**src/rtl/pipe_controlunit.sv**
```systemverilog
// Control and hazard unit for the F/D/E/M/W RV32I pipe: decodes D, carries the
// control fields through E/M/W, and produces stall/flush/forward selects and event counts.

module pipe_cu_fwd #(
    parameter bit FWD_EN = 1'b1
) (
    input  logic [4:0] rs_i,
    input  logic [4:0] rd_m_i,
    input  logic [4:0] rd_w_i,
    input  logic       wr_m_i,
    input  logic       wr_w_i,
    output logic [1:0] sel_o
);
    // M is younger than W, so it wins when both write the same register
    always_comb begin
        sel_o = 2'b00;
        if (FWD_EN) begin
            if (wr_m_i && rd_m_i != 5'd0 && rd_m_i == rs_i)
                sel_o = 2'b10;
            else if (wr_w_i && rd_w_i != 5'd0 && rd_w_i == rs_i)
                sel_o = 2'b01;
        end
    end
endmodule

module pipe_controlunit #(
    parameter bit FWD_EN = 1'b1,
    parameter int CNT_W  = 32
) (
    input  logic             clk,
    input  logic             rst_n,
    input  logic [31:0]      instr_d,
    input  logic             valid_d,
    input  logic             branch_taken_e,
    output logic             regwrite_e,
    output logic             alusrc_e,
    output logic             memwrite_e,
    output logic             resultsrc_e,
    output logic             pcwritemux_e,
    output logic             jbmux_e,
    output logic             addupper_e,
    output logic [3:0]       aluctrl_e,
    output logic [2:0]       immsrc_d,
    output logic             regwrite_m,
    output logic             memwrite_m,
    output logic             resultsrc_m,
    output logic             pcwritemux_m,
    output logic             regwrite_w,
    output logic             resultsrc_w,
    output logic             pcwritemux_w,
    output logic [4:0]       rd_e,
    output logic [4:0]       rd_m,
    output logic [4:0]       rd_w,
    output logic [1:0]       fwd_a_e,
    output logic [1:0]       fwd_b_e,
    output logic             stall_f,
    output logic             stall_d,
    output logic             flush_d,
    output logic             flush_e,
    output logic [CNT_W-1:0] stall_cnt,
    output logic [CNT_W-1:0] flush_cnt
);
    localparam int STAGES = 2;
    localparam logic [6:0] OP_IMM = 7'h13, OP_LOAD = 7'h03, OP_STORE = 7'h23,
                           OP_BR  = 7'h63, OP_REG  = 7'h33, OP_LUI   = 7'h37,
                           OP_AUI = 7'h17, OP_JAL  = 7'h6F, OP_JALR  = 7'h67;
    localparam logic [CNT_W-1:0] CNT_ONE = {{(CNT_W-1){1'b0}}, 1'b1};

    typedef struct packed {
        logic       regwrite;
        logic       alusrc;
        logic       memwrite;
        logic       resultsrc;
        logic       pcwritemux;
        logic       jbmux;
        logic       addupper;
        logic [3:0] aluctrl;
    } ctrl_t;

    typedef struct packed {
        ctrl_t      c;
        logic [4:0] rd;
        logic [4:0] rs1;
        logic [4:0] rs2;
    } de_t;

    typedef struct packed {
        logic       regwrite;
        logic       memwrite;
        logic       resultsrc;
        logic       pcwritemux;
        logic [4:0] rd;
    } em_t;

    typedef struct packed {
        logic       regwrite;
        logic       resultsrc;
        logic       pcwritemux;
        logic [4:0] rd;
    } mw_t;

    de_t              de_q, de_d;
    em_t              em_q, em_d;
    mw_t              mw_q, mw_d;
    logic [STAGES:0]  vld_pipe_q, vld_pipe_d;
    logic [CNT_W-1:0] stall_cnt_q, stall_cnt_d, flush_cnt_q, flush_cnt_d;

    logic [6:0] opc;
    logic [2:0] f3;
    logic       f7b;
    ctrl_t      dec_c;
    logic       use_rs1, use_rs2;
    logic [4:0] rs1_d, rs2_d, rd_d;
    logic       wr_e, wr_m, wr_w, hazard;
    logic       unused_instr;

    assign opc   = instr_d[6:0];
    assign f3    = instr_d[14:12];
    assign rs1_d = use_rs1 ? instr_d[19:15] : 5'd0;
    assign rs2_d = use_rs2 ? instr_d[24:20] : 5'd0;
    assign rd_d  = dec_c.regwrite ? instr_d[11:7] : 5'd0;
    assign f7b   = instr_d[30] & (((opc == OP_IMM) & (f3 == 3'd5)) |
                                  ((opc == OP_REG) & ((f3 == 3'd0) | (f3 == 3'd5))));
    assign unused_instr = ^{instr_d[31], instr_d[29:25]};

    always_comb begin
        dec_c   = '0;
        use_rs1 = 1'b0;
        use_rs2 = 1'b0;
        if (valid_d) begin
            case (opc)
                OP_IMM: begin
                    dec_c.regwrite = 1'b1; dec_c.alusrc = 1'b1;
                    dec_c.aluctrl = {f7b, f3}; use_rs1 = 1'b1;
                end
                OP_LOAD: begin
                    dec_c.regwrite = 1'b1; dec_c.alusrc = 1'b1;
                    dec_c.resultsrc = 1'b1; use_rs1 = 1'b1;
                end
                OP_STORE: begin
                    dec_c.alusrc = 1'b1; dec_c.memwrite = 1'b1;
                    use_rs1 = 1'b1; use_rs2 = 1'b1;
                end
                OP_BR: begin
                    dec_c.aluctrl = {1'b0, ~f3[2], f3[2], f3[1]};
                    use_rs1 = 1'b1; use_rs2 = 1'b1;
                end
                OP_REG: begin
                    dec_c.regwrite = 1'b1; dec_c.aluctrl = {f7b, f3};
                    use_rs1 = 1'b1; use_rs2 = 1'b1;
                end
                OP_LUI: begin
                    dec_c.regwrite = 1'b1; dec_c.alusrc = 1'b1; dec_c.aluctrl = 4'hF;
                end
                OP_AUI: begin
                    dec_c.regwrite = 1'b1; dec_c.alusrc = 1'b1; dec_c.addupper = 1'b1;
                end
                OP_JAL: begin
                    dec_c.regwrite = 1'b1; dec_c.pcwritemux = 1'b1;
                end
                OP_JALR: begin
                    dec_c.regwrite = 1'b1; dec_c.alusrc = 1'b1; dec_c.jbmux = 1'b1;
                    dec_c.pcwritemux = 1'b1; use_rs1 = 1'b1;
                end
                default: ;
            endcase
        end
    end

    // The extender format follows the opcode alone; valid_d only gates controls
    always_comb begin
        case (opc)
            OP_IMM, OP_LOAD: immsrc_d = 3'd0;
            OP_LUI, OP_AUI:  immsrc_d = 3'd1;
            OP_STORE:        immsrc_d = 3'd2;
            OP_BR:           immsrc_d = 3'd3;
            OP_REG:          immsrc_d = 3'd7;
            default:         immsrc_d = 3'd4;
        endcase
    end

    assign wr_e = de_q.c.regwrite & vld_pipe_q[0];
    assign wr_m = em_q.regwrite   & vld_pipe_q[1];
    assign wr_w = mw_q.regwrite   & vld_pipe_q[2];

    function automatic logic src_hit(input logic [4:0] rd, input logic [4:0] a,
                                     input logic [4:0] b);
        return (rd != 5'd0) && ((a == rd) || (b == rd));
    endfunction

    // W never interlocks: the regfile writes through to the D-stage read
    always_comb begin
        if (FWD_EN)
            hazard = de_q.c.resultsrc & vld_pipe_q[0] & src_hit(de_q.rd, rs1_d, rs2_d);
        else
            hazard = (wr_e & src_hit(de_q.rd, rs1_d, rs2_d)) |
                     (wr_m & src_hit(em_q.rd, rs1_d, rs2_d));
    end

    assign stall_f = hazard & ~branch_taken_e;
    assign stall_d = stall_f;
    assign flush_d = branch_taken_e;
    assign flush_e = hazard | branch_taken_e;

    always_comb begin
        de_d = flush_e ? '0 : '{c: dec_c, rd: rd_d, rs1: rs1_d, rs2: rs2_d};
        em_d = '{regwrite: de_q.c.regwrite, memwrite: de_q.c.memwrite,
                 resultsrc: de_q.c.resultsrc, pcwritemux: de_q.c.pcwritemux, rd: de_q.rd};
        mw_d = '{regwrite: em_q.regwrite, resultsrc: em_q.resultsrc,
                 pcwritemux: em_q.pcwritemux, rd: em_q.rd};
        vld_pipe_d  = {vld_pipe_q[STAGES-1:0], valid_d & ~flush_e};
        stall_cnt_d = (stall_d && !(&stall_cnt_q)) ? stall_cnt_q + CNT_ONE : stall_cnt_q;
        flush_cnt_d = (flush_e && !(&flush_cnt_q)) ? flush_cnt_q + CNT_ONE : flush_cnt_q;
    end

    always_ff @(posedge clk or negedge rst_n) begin
        if (!rst_n) begin
            de_q        <= '0;
            em_q        <= '0;
            mw_q        <= '0;
            vld_pipe_q  <= '0;
            stall_cnt_q <= '0;
            flush_cnt_q <= '0;
        end else begin
            de_q        <= de_d;
            em_q        <= em_d;
            mw_q        <= mw_d;
            vld_pipe_q  <= vld_pipe_d;
            stall_cnt_q <= stall_cnt_d;
            flush_cnt_q <= flush_cnt_d;
        end
    end

    logic [1:0][4:0] fwd_rs;
    logic [1:0][1:0] fwd_sel;
    assign fwd_rs = {de_q.rs2, de_q.rs1};

    for (genvar g = 0; g < 2; g++) begin : g_fwd
        pipe_cu_fwd #(.FWD_EN(FWD_EN)) u_fwd (
            .rs_i   (fwd_rs[g]),
            .rd_m_i (em_q.rd),
            .rd_w_i (mw_q.rd),
            .wr_m_i (wr_m),
            .wr_w_i (wr_w),
            .sel_o  (fwd_sel[g])
        );
    end

    assign fwd_a_e      = fwd_sel[0];
    assign fwd_b_e      = fwd_sel[1];
    assign regwrite_e   = de_q.c.regwrite;
    assign alusrc_e     = de_q.c.alusrc;
    assign memwrite_e   = de_q.c.memwrite;
    assign resultsrc_e  = de_q.c.resultsrc;
    assign pcwritemux_e = de_q.c.pcwritemux;
    assign jbmux_e      = de_q.c.jbmux;
    assign addupper_e   = de_q.c.addupper;
    assign aluctrl_e    = de_q.c.aluctrl;
    assign rd_e         = de_q.rd;
    assign regwrite_m   = em_q.regwrite;
    assign memwrite_m   = em_q.memwrite;
    assign resultsrc_m  = em_q.resultsrc;
    assign pcwritemux_m = em_q.pcwritemux;
    assign rd_m         = em_q.rd;
    assign regwrite_w   = mw_q.regwrite;
    assign resultsrc_w  = mw_q.resultsrc;
    assign pcwritemux_w = mw_q.pcwritemux;
    assign rd_w         = mw_q.rd;
    assign stall_cnt    = stall_cnt_q;
    assign flush_cnt    = flush_cnt_q;
endmodule
```
**config.mk**
```make
export PLATFORM = sky130hd
export DESIGN_NAME = pipe_controlunit
export DESIGN_NICKNAME = d
export VERILOG_FILES = /design/src/rtl/pipe_controlunit.sv
export SDC_FILE = /design/constraint.sdc
export NUM_CORES = 1
export LEC_CHECK = 0
export CAP_MARGIN = 0
export CORE_UTILIZATION = 40
export CTS_CLUSTER_SIZE = 20
export DETAILED_ROUTE_END_ITERATION = 8
export MAX_ROUTING_LAYER = met4
export PLACE_DENSITY_LB_ADDON = 0.1
export SLEW_MARGIN = 20
export SYNTH_ARGS = -nofsm -noshare
export SYNTH_HDL_FRONTEND = slang
export SYNTH_SLANG_ARGS = --single-unit
```
**constraint.sdc**
```tcl
create_clock -name clk -period 6.16 [get_ports clk]
set_clock_uncertainty 0.15 [all_clocks]
set_input_delay 0.924 -clock clk [delete_from_list [all_inputs] [get_ports clk]]
set_output_delay 0.924 -clock clk [all_outputs]
set_load 0.02 [all_outputs]
```
### Word-level counts from Yosys, hierarchy flattened

Cells that the tools add are included.

* bits in registers: 110
* bits of input ports: 36
* output and inout bits: 108
* logic and storage cells: 104

* $add $sub $neg: 2
* equality and inequality tests: 16
* mux-type cells: 22
* bitwise operators: 15
* reduce and logical (&&, ||, !) cells: 26

Operators by type and width (count)
* adder 32 x 1 -> 32 bit (second input constant): 2
* AND reduction 32 bit: 2
* equality test 5 bit: 6
* two-way mux 26 bit: 1
* equality test 7 x 6 -> 1 bit (second input constant): 3
* equality test 7 bit (second input constant): 3
* two-way mux 5 bit: 3
* one-hot mux 3 bit (5 select lines): 1
* nonzero test 5 bit: 3
* equality test 7 x 5 -> 1 bit (second input constant): 2
* two-way mux 1 bit: 13
* one-hot mux 4 bit (3 select lines): 1
* OR reduction 6 bit: 2
* two-way mux 11 bit: 1
* AND 1 bit: 9
* logical AND 1 bit: 9
* OR reduction 2 bit: 4
* equality test 7 x 2 -> 1 bit (second input constant): 1
* OR reduction 7 bit: 1
* two-way mux 2 bit: 2
* equality test 3 bit (second input constant): 1
* zero test 3 bit: 1
* NOT 1 bit: 3
* OR 1 bit: 3
* 3 further kinds: 4

### Depth between registers and ports, before layout

Gate-level depths: netlist of the first run.

* depth in word-level cells: 12
* mapped depth: 10
* depth with buffers taken out: 9

### By module

A second synthesis of the first run with hierarchy kept.

* cells, all modules: 507
* area, all modules: 5494.0 µm²

Modules (own cells, without submodules)
* pipe_controlunit: times used 1, cells an instance 467, area an instance 5191.2 µm², sequential area each 2752.6 µm²
* pipe_cu_fwd: times used 2, cells an instance 20, area an instance 151.4 µm², sequential area each 0.0 µm²

### Worst setup path before layout of the first run

OpenSTA, ideal clock, no wires.

* kind: input -> output
* start point: in instr_d[6]
* end point: out stall_f
* arrival time: 2.621 ns
* required time: 5.086 ns
* path slack: 2.465 ns
* stages: 7
* path buffers: 2
* path through: and2_0 > buf_2 > or3_4 > o32a_1 > nor4_4 > o21a_1 > buf_4

* longest elaborated chain between the ends: 10
* elaborated cells between the ends (all ways): 20
* classes of those cells: eq/ne: 8; mux: 6; bitwise: 2; reduce/logical: 4

RTL lines
* from (decl): line 32 `input logic [31:0] instr_d,`
* equality test 7 x 5 -> 1 bit, or another cell as far along: line 131 `case (opc)`
* OR reduction 6 bit (no source line) or OR reduction 3 bit (tied branches)
* two-way mux 1 bit: line 131
* two-way mux 1 bit: line 130 `if (valid_d) begin`
* two-way mux 5 bit, on equally long branches: line 119, 120
* equality test 5 bit
* logical OR 1 bit (*)
* logical AND 1 bit (*)
* AND 1 bit (*): line 194 `hazard = de_q.c.resultsrc & vld_pipe_q[0] & src_hit(de_q.rd, rs1_d, rs2_d);`
* AND 1 bit (*): line 200 `assign stall_f = hazard & ~branch_taken_e;`
* to (decl): line 56 `output logic stall_f,`

Mark *: on every way between the ends. The rest lies on a longest branch, timed or not.

### Worst setup path after layout of the first run

* start point: in instr_d[2]
* end point: out flush_e

* longest elaborated chain between the ends: 10
* elaborated cells between the ends (all ways): 20
* classes of those cells: eq/ne: 8; mux: 6; bitwise: 2; reduce/logical: 4

RTL lines
* equality test 7 x 5 -> 1 bit, or another cell as far along: line 131
* OR reduction 6 bit (no source line) or OR reduction 3 bit (tied branches)
* two-way mux 1 bit: line 131
* two-way mux 1 bit: line 130
* two-way mux 5 bit, on equally long branches: line 119, 120
* equality test 5 bit
* logical OR 1 bit (*)
* logical AND 1 bit (*)
* AND 1 bit (*): line 194
* OR 1 bit (*): line 203 `assign flush_e = hazard | branch_taken_e;`
* to (decl): line 59 `output logic flush_e,`

Marks and branches as above.

==> reports/qor.csv, run 1 <==
metric;value;unit
critPathCaptureType;output port;
hp-start;resultsrc_m;
synth_ff_type;dfrtp_1;
cts_sinks;110;
p_switching;377;µW
cts_tree;built;
synth_cell_types;54;
swShare;24.6;%
grt_max_degree;65;
drtAntennaViolNets;0;
fillCellCount;1139;
grt_pass1_wl;19.2;mm
numPortBuffers;137;
worst_pin_slew;0.839;ns
antenna_found_initial;0;
firstDrtPassIters;6;
clock-root-buffer;clkbuf_16;
cts_hold_buf;0;
worstPathArrival;3.96;ns
ctsResizeCount;0;
die_x;116;µm
synth_fp_nets;521;
ios;144;
drtIter0Drc;186;
pwr-share-seq;50.7;%
power-per-cell-area;220;nW/µm²
hold_path.class;reg -> reg;
wl_per_cell;15.3;µm
finalHoldViolCount;0;
initial_utilization;41.3;%
critPathMaxStageDelay;0.67;ns
syn_inst;483;
routed_wl;12.0;mm
grt_usage;19.1;%
cp_common_cell;clkdlybuf4s50_1;
setup_viol;0;
clk_pin_slew;0.06;ns
synth_edf_count;0;
p_leak;0.00299;µW
grt_pass1_vias;3818;
finalSetupTns;0;ns
coreArea;12700;µm²
pwr-share-clk;37.3;%
min_period;5.03;ns
fin_util;55.1;%
crit_type;in -> out;
overflow;0;
worstSkewPairLatency;0.35;ns
syn_area;5240;µm²
period_share;81.7;%
final_nets;647;
final_max_slew_viol_count;0;
maxCapViolations;0;
stdcell_area;6980;µm²
core.rowCount;41;
syn_area_per_cell;10.8;µm²
worstPathRequired;5.09;ns
cp_slowest_cell;clkdlybuf4s50_1;
status;finished clean;
cp_max_fo;16;
num_antenna_cells;0;
startpoint_type;primary input;
fmax;0.199;GHz
num_vias;4023;
die_h;116;µm
cts_max_level;3;
ys_seq_elements;110;
cp_cell_sequence;clkdlybuf4s50_1 > nand2b_1 > or3_4 > o32a_1 > nor4_4 > nor3_2 > buf_4 > inv_1 > clkdlybuf4s50_1;
post_drt_via_cell_ratio;5.12;
synthArstFlopShare;100;%
startpoint;instr_d[2];
ir_drop;0.110;mV
clock_path_buffers;2;
yosys_warnings;0;
relSlewSlack;43.9;%
area_growth;33.2;%
dieArea;13600;µm²
combPwrFrac;12.0;%
internal-power;1160;µW
hpwlAfterDp;8.85;mm
cts_setup_buffers;0;
rsz0062_at_grt;no;
ys_seq_area_share;52.5;%
reg2reg_from;rd_e[1];
drc;0;
numCtsBuffers;9;
drive_gt1_share;5.38;%
globalplace.congestion;0.838;
placed_area;6690;µm²
layer usage:
| metal | vias to the layer above | global-route usage (%) | share of wire, % |
|---|---|---|---|
| met5 | - | - | 0 |
| met4 | 0 | 8.12 | 1.2 |
| met3 | 7 | 3.79 | 5.0 |
| met2 | 102 | 27.7 | 46 |
| met1 | 1957 | 26.0 | 48 |
| li1 | 1957 | - | - |
cells in the mapped netlist, types with 2 or more instances:
| master | number | area share, % |
|---|---|---|
| o211ai_1 | 3 | 0.43 |
| o21a_1 | 3 | 0.43 |
| nor4bb_1 | 3 | 0.57 |
| nor4_1 | 15 | 1.8 |
| clkbuf_2 | 2 | 0.19 |
| or4_1 | 6 | 0.86 |
| and3_1 | 19 | 2.3 |
| nand3_1 | 31 | 3.0 |
| nor3_2 | 2 | 0.38 |
| nand2_1 | 39 | 2.8 |
| nand2b_1 | 5 | 0.60 |
| ha_1 | 2 | 0.48 |
| nor3_1 | 12 | 1.1 |
| buf_2 | 3 | 0.29 |
| clkbuf_1 | 6 | 0.43 |
| o32a_1 | 2 | 0.38 |
| a31oi_1 | 5 | 0.60 |
| and2_1 | 9 | 1.1 |
| nor2_1 | 29 | 2.1 |
| nand4_1 | 27 | 3.2 |
| a32oi_1 | 2 | 0.33 |
| inv_1 | 8 | 0.57 |
| buf_4 | 11 | 1.6 |
| mux2_2 | 5 | 1.1 |
| a21oi_1 | 3 | 0.29 |
| o21ai_0 | 6 | 0.57 |
| buf_6 | 2 | 0.43 |
| and4_1 | 4 | 0.67 |
| or2_2 | 2 | 0.24 |
| xor2_1 | 25 | 4.2 |
| nand4b_1 | 2 | 0.33 |
| dfrtp_1 | 110 | 53 |
| xnor2_1 | 59 | 9.9 |
metrics by stage:
stage | total power (µW) | instances | setup slack, ns | hold slack, ns
finish | 1540 | 785 | 1.13 | 0.235
global route | 1600 | 785 | 0.971 | 0.246
CTS | 1560 | 785 | 1.10 | 0.237
detailed placement | 982 | 770 | 1.12 | 0.218
global placement | 977 | 770 | 1.14 | 0.216
floorplan | 878 | 483 | 2.46 | 0.204
layout make-up:
class,instances,area [µm²],area share (%)
clock buffer,12,246,3.53
clock inverter,3,43.8,0.628
inverter,8,30.0,0.430
multi-input combinational,341,2300,33.0
sequential,110,2750,39.5
tap,172,215,3.09
timing repair buffer,139,1380,19.8
logic make-up after synthesis:
family | Yosys count | share of synthesized area, %
AND/OR/NAND/NOR | 215 | 23.0
flip-flops | 110 | 52.5
XOR/XNOR | 84 | 14.0
AO/OA/AOI/OAI | 35 | 5.37
buffers and inverters | 32 | 3.49
multiplexers | 5 | 1.07
adder cells (fa/ha/maj) | 2 | 0.478
layout by cell type, fill, tap and decap left out, drive strengths merged, types with 3 or more instances in the layout:
cell           instances
nor4                  16
nor4bb                 3
nand2                 39
nor2                  29
buf                    3
a31oi                  5
xor2                  25
nand4                 27
a21oi                  3
and2                  10
nand2b                 5
o211ai                 4
o21a                   3
clkbuf                12
clkdlybuf4s50        136
inv                    9
xnor2                 59
and4                   4
nor3                  14
or4                    6
o21ai                  7
nand3                 32
mux2                   5
dfrtp                110
and3                  19
final timing paths:
check	slack, ns	cells after the start	end
setup / recovery	1.13	9	flush_e
hold / removal	0.24	0	resultsrc_w
setup reg to reg	3.00	8	flush_cnt[1]
hold reg to reg	0.24	0	resultsrc_w
max in group asynchronous	4.21	2	aluctrl_e[0]
min in group asynchronous	0.43	1	flush_cnt[13]
worst max-delay path: cells and delay by family:
family	cells	cell delay (ns)
and+or+nand+nor	4	1.27
buffers and inverters	4	1.55
AOI/OAI and AO/OA	1	0.20
state kept, by name (all words and copies together), names as in the netlist, 3 cells and up:
signal      flops
flush_cnt      32
rd_m            5
stall_cnt      32
rd_w            5
rd_e            5
vld_pipe_q      3
de_q           10
aluctrl_e       4
power by group through the flow:
| stage | registers, µW | clock network (µW) | logic, µW |
|---|---|---|---|
| 2_1_floorplan | 814 | 0 | 64.5 |
| 3_3_place_gp | 793 | 0 | 184 |
| 3_5_place_dp | 795 | 0 | 187 |
| 4_1_cts | 781 | 592 | 188 |
| 5_1_grt | 784 | 614 | 201 |
| 6_report | 779 | 573 | 184 |
No activity file was read; power rests on OpenSTA's default activity.
==> inputs of run 2 (changes only) <==
clock period = 4.4 ns   (was 6.16 ns; I/O delays follow)
==> reports/qor.csv, run 2 (same netlist as run 1, synthesis figures left out) <==
metric;value;unit
reg2reg_from;rd_e[1];
startpoint;valid_d;
wl_per_cell;15.5;µm
cts_max_level;3;
ios;144;
worstSkewPairLatency;0.35;ns
cts_hold_buf;0;
numPortBuffers;137;
hpwlAfterDp;9.09;mm
timing.rr.end;rd_e[1];
drc;0;
die_h;116;µm
cts_tree;built;
grt_pass1_vias;3912;
placed_area;6760;µm²
routed_wl;12.3;mm
final_nets;657;
cts_setup_buffers;0;
overflow;0;
numCtsBuffers;9;
post_drt_via_cell_ratio;5.11;
clock_path_buffers;2;
min_period;4.17;ns
final_common_cell;clkdlybuf4s50_1;
num_antenna_cells;0;
firstDrtPassIters;4;
worst_pin_slew;0.978;ns
dieArea;13600;µm²
period_share;94.7;%
drtIter0Drc;178;
stdcell_area;7070;µm²
cp_common_cell;clkdlybuf4s50_1;
critPathMaxStageDelay;0.65;ns
rsz0062_at_grt;no;
fin_util;55.8;%
cp_slowest_cell;clkdlybuf4s50_1;
finalSetupTns;0;ns
maxCapViolations;0;
fillCellCount;1146;
globalplace.congestion;0.881;
path_buf_inv;2;
relSlewSlack;34.8;%
critPathCaptureType;output port;
status;finished clean;
die_x;116;µm
drtAntennaViolNets;0;
initial_utilization;41.3;%
cp_max_fo;6;
hold_path.class;reg -> reg;
num_vias;4069;
grt_max_degree;77;
ff_latch_area;2750;µm²
cp.depth;7;
area_growth;35.0;%
power-per-cell-area;315;nW/µm²
hold_slack;0.228;ns
grt_pass1_wl;19.8;mm
drive_gt1_share;7.05;%
antenna_found_initial;0;
fmax;0.240;GHz
startpoint_type;primary input;
grt_usage;19.7;%
worstPathArrival;3.36;ns
clk_pin_slew;0.07;ns
final_max_slew_viol_count;0;
reg2reg_setup_slack;1.38;ns
layout_common_cells;136 x clkdlybuf4s50_1, 110 x dfrtp_1, 59 x xnor2_1;
finalHoldViolCount;0;
worstPathRequired;3.59;ns
crit_type;in -> out;
cts_sinks;110;
clock-root-buffer;clkbuf_16;
multi_input_area;2300;µm²
hp-start;regwrite_e;
crit_end;stall_f;
cp_cell_sequence;clkdlybuf4s50_1 > nand4b_1 > or3_4 > o32a_1 > nor4_4 > o21a_1 > clkdlybuf4s50_1;
cp_top_family;buffers and inverters;
setup_viol;0;
coreArea;12700;µm²
ir_drop;0.213;mV
ctsResizeCount;0;
reg2reg_depth;9;
p_leak;0.00305;µW
core.rowCount;41;
-- run 2: cell type report --
| class | instances | share of cell area (%) |
|---|---|---|
| multi-input cells | 341 | 32.6 |
| inverters | 8 | 0.424 |
| flip-flops and latches | 110 | 38.9 |
| clock buffers | 11 | 3.29 |
| repair buffers | 149 | 20.6 |
| clock inverters | 5 | 1.15 |
| well taps | 172 | 3.04 |
-- run 2: how the worst min path moves through the flow --
stage	endpoint	slack [ns]	cells past startpoint
2_1_floorplan	vld_pipe_q[2]	0.20	0
3_3_place_gp	regwrite_m	0.21	0
3_5_place_dp	regwrite_m	0.21	0
4_1_cts	regwrite_m	0.23	0
5_1_grt	regwrite_m	0.23	0
6_report	regwrite_m	0.23	0
-- run 2: per-stage QoR --
step                      total power [µW]  setup slack (ns)  std cells
after floorplan                       1230              1.23        483
after global placement                1370             0.274        780
after detailed placement              1380             0.228        780
after CTS                             2250             0.220        796
after global routing                  2320            0.0896        796
final                                 2230             0.231        796
-- run 2: report_power, final --
| part | leakage, µW | internal (µW) | switching [µW] |
|---|---|---|---|
| Sequential | 0.00152 | 1040 | 50.1 |
| Clock | 0.000150 | 501 | 368 |
| Combinational | 0.00138 | 128 | 137 |
-- run 2: metal layers --
layer | vias up | share of wire [%] | global-route usage (%)
met5 | - | 0 | -
met4 | 0 | 1.3 | 6.67
met3 | 11 | 4.9 | 4.26
met2 | 86 | 46 | 29.2
met1 | 1983 | 47 | 26.8
li1 | 1989 | - | -
==> edit, RTL diff (settings of run 2) <==
Make the reset (`rst_n`) synchronous in one clocked block.
--- a/src/rtl/pipe_controlunit.sv
+++ b/src/rtl/pipe_controlunit.sv
@@ -213,7 +213,7 @@
         flush_cnt_d = (flush_e && !(&flush_cnt_q)) ? flush_cnt_q + CNT_ONE : flush_cnt_q;
     end
 
-    always_ff @(posedge clk or negedge rst_n) begin
+    always_ff @(posedge clk) begin
         if (!rst_n) begin
             de_q        <= '0;
             em_q        <= '0;
Function: differs if rst_n is asserted again (counterexample within 4 cycles, from zero or initial values and one cycle with rst_n low); with rst_n held inactive, the same outputs for 10 cycles.
==> edit against run 2 <==
Count of clock-buffer cells in the layout shrank 2; utilization shrank 1.5 points; sequential cell count is the same; design area grew 2.6%; global-route usage grew 2.4 points; critical path type unchanged; worst setup slack gained 0.012 ns; cell count grew 18%; area after synthesis grew 5.3%; critical endpoint is now flush_e; register-to-register slack lost 0.08 ns; wire length grew 24%.
Power is not compared: it rests on default switching activity, and its combinational part moved more than twofold at a synthesized area within 25%.
==> edit: results (changes against run 2) <==
GRT
  • Pin count of the biggest net entering global routing: 72 (-6.5%)
  • Met3 Use GR: 0.04933 (+0.006776)
  • M1 GR Usage: 0.2751 (+0.007520)
  • Gr usage total: 0.2213 (+0.02433)
  • First-pass GRT wire length: 24.54 mm (+24%)
  • Vias in the first global route: 4866 (+24%)
  • GR Util met2: 0.3648 (+0.07331)

Run status
  • Outcome: finished, final reports clean

STA
  • Max_slew headroom: 0.3162 (-0.03211)

Synth
  • Post-synth ARST share: 0 (-1.000)
  • Primary FF master, synth: dfxtp_1
  • Main area contributors after synthesis: dfxtp_1, a21oi_1, xnor2_1
  • Yosys top cell area share: 0.3994 (-0.1261)
  • Post-synth cell types: 58 (+7.4%)
  • Sequential area share after synthesis: 0.3994 (-0.1261)
  • Syn_nets: 683 (+31%)
  • Synth top cells by count: dfxtp_1, nand2_1, a21oi_1

Cells and area
  • Fill cells: 1270 (+11%)
  • Ant. Diodes: 0 (unchanged)
  • Fraction of layout cells with a size suffix above 1: 0.05105 (-0.01947)
  • Fin nets: 797 (+21%)

Critical path
  • CP arrival: 3.35 ns (about the same)

Power and ir drop
  • Cell Int Power: 1499 uW
  • Leak: 0.002592 uW

Place
  • PortBufs: 137 (unchanged)
  • Dpl hpwl: 10.79 mm (+19%)
  • RePlAce Congestion: 0.8759 (-0.56%)

Detailed routing
  • Routed via count: 5265 (+29%)
  • Drt initial violations: 319 (+79%)
  • Post-Route WL: 15.26 mm (+24%)
  • DRT Pass-1 Iters: 5 (+1)

Clock network
  • Clk buf depth: 2 (unchanged)
-- edit: path summary, 6_finish.rpt --
path | startpoint | endpoint | slack, ns | depth (start not counted)
worst min-delay path | memwrite_e | memwrite_m | 0.32 | 1
worst max register to register | flush_cnt[6] | flush_cnt[13] | 1.30 | 7
worst min register to register | memwrite_e | memwrite_m | 0.32 | 1
worst max-delay path | instr_d[4] | flush_e | 0.24 | 9
-- edit: logic make-up after synthesis --
kind of cell	synth area share
fa+ha+maj	0.004538
mux	0.02746
buf+inv	0.05219
xor+xnor	0.05877
simple gates	0.3179
compound gates	0.1398
flops	0.3994
-- edit: worst max-delay path, stage by stage --
cell	delay (ns)
clkdlybuf4s50_1	0.58
buf_4	0.17
nand3b_2	0.16
a211oi_1	0.10
o32ai_1	0.43
a32oi_2	0.23
o21a_2	0.26
inv_1	0.11
clkdlybuf4s50_1	0.63
-- edit: power groups by stage --
stage	Clock, uW	Combinational, uW	Sequential (uW)
2_1_floorplan	0	64.0	1030
3_3_place_gp	0	117	1020
3_5_place_dp	0	120	1020
4_1_cts	872	120	1000
5_1_grt	911	132	1000
6_report	848	120	1000
-- edit: metal layers --
layer  up-vias  part of all wire
met5         -                 0
met3        16             0.051
li1       2594                 -
met4         0             0.013
met2       153              0.49
met1      2502              0.44
-- edit: area by class of cell --
class	instances	area [sq um]	share of cell area
tap	176	220.2	0.03035
sequential	110	2202	0.3035
multi-input combinational	478	3025	0.4170
clock inverter	7	81.33	0.01121
timing repair buffer	150	1464	0.2018
clock buffer	9	225.2	0.03104
inverter	10	37.54	0.005173
-- edit: through the flow --
| step | instances | setup slack, ns | area (sq um) | util | total power (uW) |
|---|---|---|---|---|---|
| 2_1_floorplan | 645 | 1.071 | 5514 | - | 1089 |
| 4_1_cts | 940 | 0.2527 | 7256 | 0.5436 | 1993 |
| 6_report | 940 | 0.2429 | 7256 | 0.5436 | 1969 |
| 5_1_grt | 940 | 0.1276 | 7256 | 0.5436 | 2044 |
| 3_5_place_dp | 924 | 0.2664 | 6949 | 0.5206 | 1144 |
| 3_3_place_gp | 924 | 0.3279 | 6949 | 0.5206 | 1141 |
